<file path="src/rtl/uart_tx_arbiter.sv">
`default_nettype none
// ============================================================================
//  Module      : uart_tx_arbiter
//  Description : Round-robin arbiter that shares one uart_send transmitter
//                among N_REQ frame sources. Each source posts a frame of up
//                to MAX_BYTES bytes with a one-cycle start pulse. The granted
//                frame is fed out one byte at a time over the
//                uart_en / uart_tx_busy handshake.
//  Ports       : sys_clk, sys_rst_n  - clock, asynchronous active-low reset
//                start[N_REQ]        - per-source frame request pulse
//                msg_len, msg_data   - per-source length and frame bytes
//                done[N_REQ]         - frame finished / aborted pulse
//                pending[N_REQ]      - queued-request flags
//                grant[N_REQ]        - one-hot transmitter owner, 0 when idle
//                arb_busy            - arbiter not in IDLE
//                err_timeout         - busy never rose after a send strobe
//                uart_en, uart_din   - send strobe and byte to uart_send
//                uart_tx_busy        - busy flag from uart_send
//  Revision    : 1.0 - initial release
// ============================================================================
module uart_tx_arbiter #(
    parameter int N_REQ     = 2,
    parameter int MAX_BYTES = 8,
    parameter int LEN_W     = 4,
    parameter int BUSY_TO   = 16
) (
    input  logic                         sys_clk,
    input  logic                         sys_rst_n,
    input  logic [N_REQ-1:0]             start,
    input  logic [N_REQ*LEN_W-1:0]       msg_len,
    input  logic [N_REQ*MAX_BYTES*8-1:0] msg_data,
    output logic [N_REQ-1:0]             done,
    output logic [N_REQ-1:0]             pending,
    output logic [N_REQ-1:0]             grant,
    output logic                         arb_busy,
    output logic                         err_timeout,
    output logic                         uart_en,
    output logic [7:0]                   uart_din,
    input  logic                         uart_tx_busy
);

    localparam int c_src_w  = $clog2(N_REQ);
    localparam int c_byte_w = (MAX_BYTES > 1) ? $clog2(MAX_BYTES) : 1;
    localparam int c_to_w   = $clog2(BUSY_TO + 1);

    localparam logic [LEN_W-1:0]   c_max_len  = LEN_W'(MAX_BYTES);
    localparam logic [c_to_w-1:0]  c_to_last  = c_to_w'(BUSY_TO - 1);
    localparam logic [c_src_w-1:0] c_last_src = c_src_w'(N_REQ - 1);
    localparam logic [c_src_w-1:0] c_src_one  = c_src_w'(1);
    localparam logic [N_REQ-1:0]   c_oh_one   = N_REQ'(1);

    localparam logic [2:0] c_st_idle     = 3'd0;
    localparam logic [2:0] c_st_load     = 3'd1;
    localparam logic [2:0] c_st_wait_rdy = 3'd2;
    localparam logic [2:0] c_st_send     = 3'd3;
    localparam logic [2:0] c_st_wait_hi  = 3'd4;
    localparam logic [2:0] c_st_wait_lo  = 3'd5;
    localparam logic [2:0] c_st_done     = 3'd6;

    logic [2:0]             r_state;
    logic [2:0]             w_state_nxt;
    logic [N_REQ-1:0]       r_pending;
    logic [N_REQ-1:0]       r_grant;
    logic [c_src_w-1:0]     r_gidx;
    logic [c_src_w-1:0]     r_rr_ptr;
    logic [MAX_BYTES*8-1:0] r_frame;
    logic [LEN_W-1:0]       r_len;
    logic [LEN_W-1:0]       r_idx;
    logic [c_to_w-1:0]      r_to_cnt;
    logic                   r_abort;
    logic [7:0]             r_din;

    logic                   w_found;
    logic [c_src_w-1:0]     w_pick;
    logic [c_src_w-1:0]     w_cand;
    logic [c_src_w-1:0]     w_rr_nxt;
    logic [N_REQ-1:0]       w_pick_oh;
    logic [LEN_W-1:0]       w_len_raw;
    logic [LEN_W-1:0]       w_len_eff;
    logic [LEN_W-1:0]       w_idx_next;
    logic                   w_timeout;
    logic [N_REQ-1:0]       w_done;
    logic                   w_err;
    logic                   w_en;
    logic                   w_busy;

    // Per-source views of the flattened request buses.
    logic [LEN_W-1:0]       w_src_len  [N_REQ];
    logic [MAX_BYTES*8-1:0] w_src_data [N_REQ];
    logic [7:0]             w_frame_byte [MAX_BYTES];

    for (genvar gi = 0; gi < N_REQ; gi++) begin : g_src
        assign w_src_len[gi]  = msg_len[gi*LEN_W +: LEN_W];
        assign w_src_data[gi] = msg_data[gi*MAX_BYTES*8 +: MAX_BYTES*8];
    end

    for (genvar gb = 0; gb < MAX_BYTES; gb++) begin : g_byte
        assign w_frame_byte[gb] = r_frame[gb*8 +: 8];
    end

    // Round-robin search: first pending source at or after r_rr_ptr, wrapping.
    always_comb begin
        w_found = 1'b0;
        w_pick  = r_rr_ptr;
        w_cand  = r_rr_ptr;
        for (int k = 0; k < N_REQ; k++) begin
            if (!w_found && r_pending[w_cand]) begin
                w_found = 1'b1;
                w_pick  = w_cand;
            end
            w_cand = (w_cand == c_last_src) ? '0 : w_cand + c_src_one;
        end
    end

    assign w_rr_nxt   = (w_pick == c_last_src) ? '0 : w_pick + c_src_one;
    assign w_pick_oh  = c_oh_one << w_pick;
    assign w_len_raw  = w_src_len[r_gidx];
    assign w_len_eff  = (w_len_raw > c_max_len) ? c_max_len : w_len_raw;
    assign w_idx_next = r_idx + LEN_W'(1);

    // State register.
    always_ff @(posedge sys_clk or negedge sys_rst_n) begin
        if (!sys_rst_n) begin
            r_state <= c_st_idle;
        end else begin
            r_state <= w_state_nxt;
        end
    end

    // Next-state and state-decoded outputs.
    always_comb begin
        w_state_nxt = r_state;
        w_timeout   = 1'b0;
        w_done      = '0;
        w_err       = 1'b0;
        w_en        = 1'b0;
        w_busy      = 1'b1;
        case (r_state)
            c_st_idle: begin
                w_busy = 1'b0;
                if (|r_pending) begin
                    w_state_nxt = c_st_load;
                end
            end
            c_st_load: begin
                w_state_nxt = (w_len_eff == '0) ? c_st_done : c_st_wait_rdy;
            end
            c_st_wait_rdy: begin
                if (!uart_tx_busy) begin
                    w_state_nxt = c_st_send;
                end
            end
            c_st_send: begin
                w_en        = 1'b1;
                w_state_nxt = c_st_wait_hi;
            end
            c_st_wait_hi: begin
                if (uart_tx_busy) begin
                    w_state_nxt = c_st_wait_lo;
                end else if (r_to_cnt == c_to_last) begin
                    w_state_nxt = c_st_done;
                    w_timeout   = 1'b1;
                end
            end
            c_st_wait_lo: begin
                if (!uart_tx_busy) begin
                    w_state_nxt = (w_idx_next == r_len) ? c_st_done : c_st_wait_rdy;
                end
            end
            c_st_done: begin
                w_done      = r_grant;
                w_err       = r_abort;
                w_state_nxt = c_st_idle;
            end
            default: begin
                w_state_nxt = c_st_idle;
            end
        endcase
    end

    // Frame datapath, grant and round-robin pointer.
    always_ff @(posedge sys_clk or negedge sys_rst_n) begin
        if (!sys_rst_n) begin
            r_grant  <= '0;
            r_gidx   <= '0;
            r_rr_ptr <= '0;
            r_frame  <= '0;
            r_len    <= '0;
            r_idx    <= '0;
            r_to_cnt <= '0;
            r_abort  <= 1'b0;
            r_din    <= '0;
        end else begin
            case (r_state)
                c_st_idle: begin
                    if (w_found) begin
                        r_gidx   <= w_pick;
                        r_grant  <= w_pick_oh;
                        r_rr_ptr <= w_rr_nxt;
                    end
                end
                c_st_load: begin
                    // Frame is captured here only; later changes on the
                    // request bus cannot disturb the frame in flight.
                    r_frame <= w_src_data[r_gidx];
                    r_len   <= w_len_eff;
                    r_idx   <= '0;
                    r_abort <= 1'b0;
                end
                c_st_wait_rdy: begin
                    if (!uart_tx_busy) begin
                        r_din <= w_frame_byte[r_idx[c_byte_w-1:0]];
                    end
                end
                c_st_send: begin
                    r_to_cnt <= '0;
                end
                c_st_wait_hi: begin
                    if (w_timeout) begin
                        r_abort <= 1'b1;
                    end else if (!uart_tx_busy) begin
                        r_to_cnt <= r_to_cnt + c_to_w'(1);
                    end
                end
                c_st_wait_lo: begin
                    if (!uart_tx_busy) begin
                        r_idx <= w_idx_next;
                    end
                end
                c_st_done: begin
                    r_grant <= '0;
                end
                default: begin
                    r_grant <= '0;
                end
            endcase
        end
    end

    // A start that coincides with the clear of the same source wins, so a
    // source restarting in its own done cycle is queued again.
    always_ff @(posedge sys_clk or negedge sys_rst_n) begin
        if (!sys_rst_n) begin
            r_pending <= '0;
        end else begin
            r_pending <= start | (r_pending & ~w_done);
        end
    end

    assign done        = w_done;
    assign pending     = r_pending;
    assign grant       = r_grant;
    assign arb_busy    = w_busy;
    assign err_timeout = w_err;
    assign uart_en     = w_en;
    assign uart_din    = r_din;

endmodule
`default_nettype wire

</file>
<file path="config.mk">
export PLATFORM = sky130hd
export DESIGN_NAME = uart_tx_arbiter
export DESIGN_NICKNAME = d
export VERILOG_FILES = /design/src/rtl/uart_tx_arbiter.sv
export SDC_FILE = /design/constraint.sdc
export NUM_CORES = 1
export LEC_CHECK = 0
export BUFFER_PORTS_ARGS = -buffer_cell sky130_fd_sc_hd__buf_2
export CORE_MARGIN = 4
export CORE_UTILIZATION = 55
export CTS_CLUSTER_DIAMETER = 120
export CTS_CLUSTER_SIZE = 8
export DETAILED_ROUTE_END_ITERATION = 16
export GPL_ROUTABILITY_DRIVEN = 0
export GPL_TIMING_DRIVEN = 1
export HOLD_SLACK_MARGIN = 0.02
export PLACE_DENSITY = 0.85
export SLEW_MARGIN = 20
export SYNTH_ARGS = -nofsm -noshare
export SYNTH_HDL_FRONTEND = slang
export SYNTH_SLANG_ARGS = --single-unit
</file>
<file path="constraint.sdc">
create_clock -name sys_clk -period 5.3 [get_ports sys_clk]
set_input_delay 1.06 -clock sys_clk [delete_from_list [all_inputs] [get_ports sys_clk]]
set_output_delay 1.06 -clock sys_clk [all_outputs]
set_load 0.02 [all_outputs]
</file>
* Yosys cells after proc, flatten, opt, wreduce, memory -nomap -nowiden
Index checks and enable logic that the tools add are counted.
Word-level totals: latch bits 0, register bits after elaboration 95, bits of input ports 141, output and inout port bits 17, bits in read-only memories 0, memories 0, logic and storage cells 103, memory bits (writable) 0
Operators by class: bitwise logic cells 7, divide/modulo/power cells 0, shift-type cells 1, muxes and demuxes 43, reduce and logical (&&, ||, !) cells 16, equal/unequal tests 16, add/subtract/negate cells 4, order comparisons 5, multipliers 0
Operators with widths (count):
- 64-bit two-way mux | 3
- 8-bit binary-select mux with 3-bit select | 1
- 3-bit two-way mux | 7
- 4-bit two-way mux | 5
- 3-bit one-hot mux with 6 select lines | 1
- 1-bit two-way mux | 16
- 8-bit two-way mux | 2
- 2-bit != test (second input constant) | 7
- 5-bit two-way mux | 2
- 5-bit one-hot mux with 2 select lines | 1
- 2-bit AND reduction | 5
- 3-bit == test (second input constant) | 3
- 4-bit one-hot mux with 2 select lines | 1
- 3-bit by 2-bit == test with 1-bit output (second input constant) | 2
- 2-bit nonzero test | 3
- 5-bit by 1-bit adder with 5-bit output (second input constant) | 1
- 5-bit by 4-bit == test with 1-bit output (second input constant) | 1
- 5-bit OR reduction | 1
- 4-bit by 1-bit adder with 4-bit output (second input constant) | 1
- 4-bit == test | 1
- 4-bit >= comparator (second input constant) | 1
- 4-bit greater-than comparator (second input constant) | 1
- 4-bit logical NOT | 1
- 1-bit by 2-bit less-than comparator with 1-bit output (second input constant) | 2
- other kinds (20) | 23

* Depth between registers and ports, before layout
depth after elaboration 9, mapped depth 7, depth with buffers taken out 7

* Least setup slack after synthesis
OpenSTA, ideal clock, no wires.
kind register -> output, start register r_state[1], end output port err_timeout, data arrival time 1.074 ns, buffers on the path 1, cell stages (with the launch flop) 5, required time 4.240 ns, setup slack 3.166 ns, cell sequence dfrtp_1 -> buf_2 -> nand2_1 -> nor2_1 -> and2_1
On the way: cells in the longest elaborated chain, start to end 2
RTL lines:
- start, declared | line 60 | logic [2:0] r_state;
- start signal, assigned | line 124 | r_state <= c_st_idle;
- start signal, assigned | line 126 | r_state <= w_state_nxt;
- 3-bit == test | line 138 | case (r_state)
- 1-bit two-way mux | line 138
- end, declared | line 36 | output logic err_timeout,
No other way between the ends.

* Worst setup path in the final report
start register r_state[2], end output port done[1]
On the way: cells in the longest elaborated chain, start to end 2
RTL lines:
- 3-bit == test | line 138
- 2-bit two-way mux | line 138
- end, declared | line 32 | output logic [N_REQ-1:0] done,
No other way between the ends.

==> impl_metrics.py <==
metrics = {
    "global_route": {
        "grt_pass1_wl_mm": 18.01,
        "grt_antenna_before_repair": 0,
        "first_global_vias": 3921,
        "met1_usage_pct": 27.67,
        "grt_max_degree": 99,
        "grt.busiest_layer": "met2",
        "grtUsageTotal_pct": 22.19,
        "met2_usage_pct": 39.03,
        "overflow": 0,
        "grtUsageMet3_pct": 4.465,
    },
    "clock_tree": {
        "ctsResizeCount": 0,
        "cts_tree": "built",
        "clkSinkCount": 95,
        "worst_skew_pair.late_latency_ns": 0.35,
        "holdBufCountCts": 0,
        "htree_levels": 3,
        "clkTransAtPathRegs_ns": 0.09,
        "clk_root_buffer_cell": "clkbuf_8",
        "cts_setup_buffers": 0,
        "clk_path_buf_depth": 2,
        "cts_buffers": 9,
    },
    "run": {
        "drv_cap": 0,
    },
    "timing": {
        "worst_slack_ns": 2.486,
        "fmax_mhz": 355.3,
        "slew_headroom_pct": 32.56,
        "setup_viol": 0,
        "timing.final.max_slew_violations": 0,
        "skew_ns": 0.009888,
        "rsz0062_at_grt": "false",
        "tns_ns": 0,
        "hold_viol_final": 0,
        "post-route-period-util_pct": 53.10,
        "tightest_slew_ns": 1.012,
        "fin_crit_ns": 2.814,
        "holdWs_ns": 0.4916,
    },
    "power_and_ir_drop": {
        "p_int_mw": 2.004,
        "p_per_area_mw_per_mm2": 551.4,
        "p_clk_share_pct": 15.4,
        "peakVddDrop_mv": 0.2781,
        "p_sw_mw": 1.274,
        "p_sw_share_pct": 38.88,
        "power_frac_comb_pct": 45.1,
        "pwr-share-seq_pct": 39.4,
        "leakagePower_nw": 2.847,
    },
    "layout": {
        "syn_to_final_growth_pct": 20.98,
        "instances_no_fill": 717,
        "n_antenna_cell": 0,
        "nNetsFinal": 748,
        "final_layout_size_suffix_gt1_share_pct": 32.51,
    },
    "critical_path": {
        "cp_max_fo": 17,
        "path_class": "register to primary output",
        "required_ns": 4.24,
        "critPathArrivalTime_ns": 1.75,
        "crit_path_end_kind": "primary output",
        "crit_path_start_kind": "register",
    },
    "placed_design": {
        "port_buffers": 157,
        "pre_cts_slack_ns": 2.870,
        "dpl.hpwl_mm": 8.586,
        "place_inst": 700,
    },
    "synthesis": {
        "ys_warn_count": 0,
        "async_reset_ff_share_pct": 100.0,
        "ys_top_cells_by_area": "dfrtp_1, mux2i_1, a21oi_1",
        "syn_area_mm2": 0.004913,
        "syn_inst": 463,
        "yosys.cell_types.count": 42,
        "yosys.area.top_type_share_pct": 48.38,
        "yosysTopAreaCell": "dfrtp_1",
        "synth_edf_count": 0,
        "ys_seq_area_share_pct": 48.38,
        "syn_area_per_cell_um2": 10.61,
        "synth_fp_nets": 607,
        "ys.flop_type": "dfrtp_1",
        "synth-seq-cells": 95,
    },
    "routing": {
        "drt-total-wl_mm": 11.49,
        "vias": 3933,
        "first_pass_iters": 5,
        "drtAntennaViolNets": 0,
        "wl_per_cell_um": 16.02,
        "drc": 0,
        "drt-initial-drc-count": 113,
        "vias_per_cell": 5.485,
    },
    "min_path": {
        "hold_class": "register to register",
    },
    "die": {
        "dieArea_mm2": 0.01051,
        "fp.dieH_um": 102.5,
        "pin_count": 158,
        "chipWidth_um": 102.5,
        "rows": 34,
        "start_util_pct": 56.34,
        "coreArea_mm2": 0.008721,
    },
    "outcome": {
        "status": "complete, no violations",
    },
}
## per-stage QoR
stage | utilization (%) | instance area [um^2] | total power [mW]
global placement | 65.68 | 5728 | 2.700
finish | 68.16 | 5944 | 3.278
global route | 68.16 | 5944 | 3.513
floorplan | - | 4913 | 2.408
CTS | 68.03 | 5933 | 3.294
detailed placement | 65.68 | 5728 | 2.783
## placed cells by master (no fill, tap or decap), drive strengths merged, types with 2 or more instances in the layout
cell type	synthesis	layout
clkbuf	4	12
o21a	2	2
o21ai	15	15
nor2	80	80
and2	5	5
nand2	14	14
inv	5	5
a22o	3	3
mux4	16	16
buf	28	162
nor3	2	2
ha	3	3
bufinv	0	2
clkinv	0	2
nor4	2	2
a21oi	81	81
mux2i	79	79
xnor2	5	5
a21o	2	2
nand2b	2	2
nor2b	2	2
nand3	3	3
dfrtp	95	95
## power by group through the flow
stage          Combinational, mW  Sequential, mW  Clock [mW]
2_1_floorplan               1.17            1.24           0
3_3_place_gp                1.42            1.28           0
3_5_place_dp                1.48            1.30           0
4_1_cts                     1.49            1.29       0.512
5_1_grt                     1.64            1.33       0.539
6_report                    1.48            1.29       0.506
## critical path, stage by stage (launching register included)
cell and delay, ns:
dfrtp_1 0.72, nand2_1 0.18, nor2_1 0.19, nand2_1 0.10, inv_1 0.05, buf_2 0.15
## synth_stat cells (2+ instances only)
master / n
dfrtp_1: 95
clkbuf_1: 4
o21a_1: 2
nor2_1: 80
inv_1: 4
mux4_2: 16
mux2i_1: 79
buf_4: 3
and2_1: 5
xnor2_1: 5
a21o_1: 2
o21ai_0: 15
nor2b_1: 2
a22o_1: 3
nand2_1: 13
ha_1: 3
nand2b_1: 2
nand3_1: 3
a21oi_1: 81
buf_2: 24
## metal layers
layer	part of all wire, %	routed length (um)
met3	5.3	611
met4	1.8	212
met1	40	4565
met5	0	0
met2	53	6097
## state kept, by name (all words and copies together), names as in the netlist
signal / cells
grant: 2
uart_din: 8
r_rr_ptr: 1
r_abort: 1
r_state: 3
r_frame: 64
r_to_cnt: 5
r_gidx: 1
r_len: 4
r_idx: 4
pending: 2
## path summary, 6_finish.rpt
| path | end | slack [ns] | from | cells past startpoint |
|---|---|---|---|---|
| max | done[1] | 2.49 | r_state[2] | 5 |
| min | r_rr_ptr | 0.49 | r_rr_ptr | 1 |
| max reg2reg | r_frame[7] | 3.17 | r_state[0] | 5 |
| min reg2reg | r_rr_ptr | 0.49 | r_rr_ptr | 1 |
| max in group asynchronous | r_gidx | 3.53 | sys_rst_n | 2 |
| min in group asynchronous | uart_din[5] | 0.70 | sys_rst_n | 1 |
## cell type report
cell class / instances / area (um^2)
fill: 675 / 2776
sequential: 95 / 2381
multi-input combinational: 331 / 2362
timing repair buffer: 162 / 842.1
clock buffer: 12 / 135.1
tap: 108 / 135.1
clock inverter: 4 / 70.07
inverter: 5 / 18.77
## cells by family after synthesis
kind of cell,Yosys count,share of synthesized area (%)
XOR/XNOR,6,1.070
AO/OA/AOI/OAI,110,12.02
multiplexers,95,23.43
AND/OR/NAND/NOR,117,10.67
buffers and inverters,37,3.667
adder cells (fa/ha/maj),3,0.7640
flip-flops,95,48.38
Power figures use the tool's default switching activity.
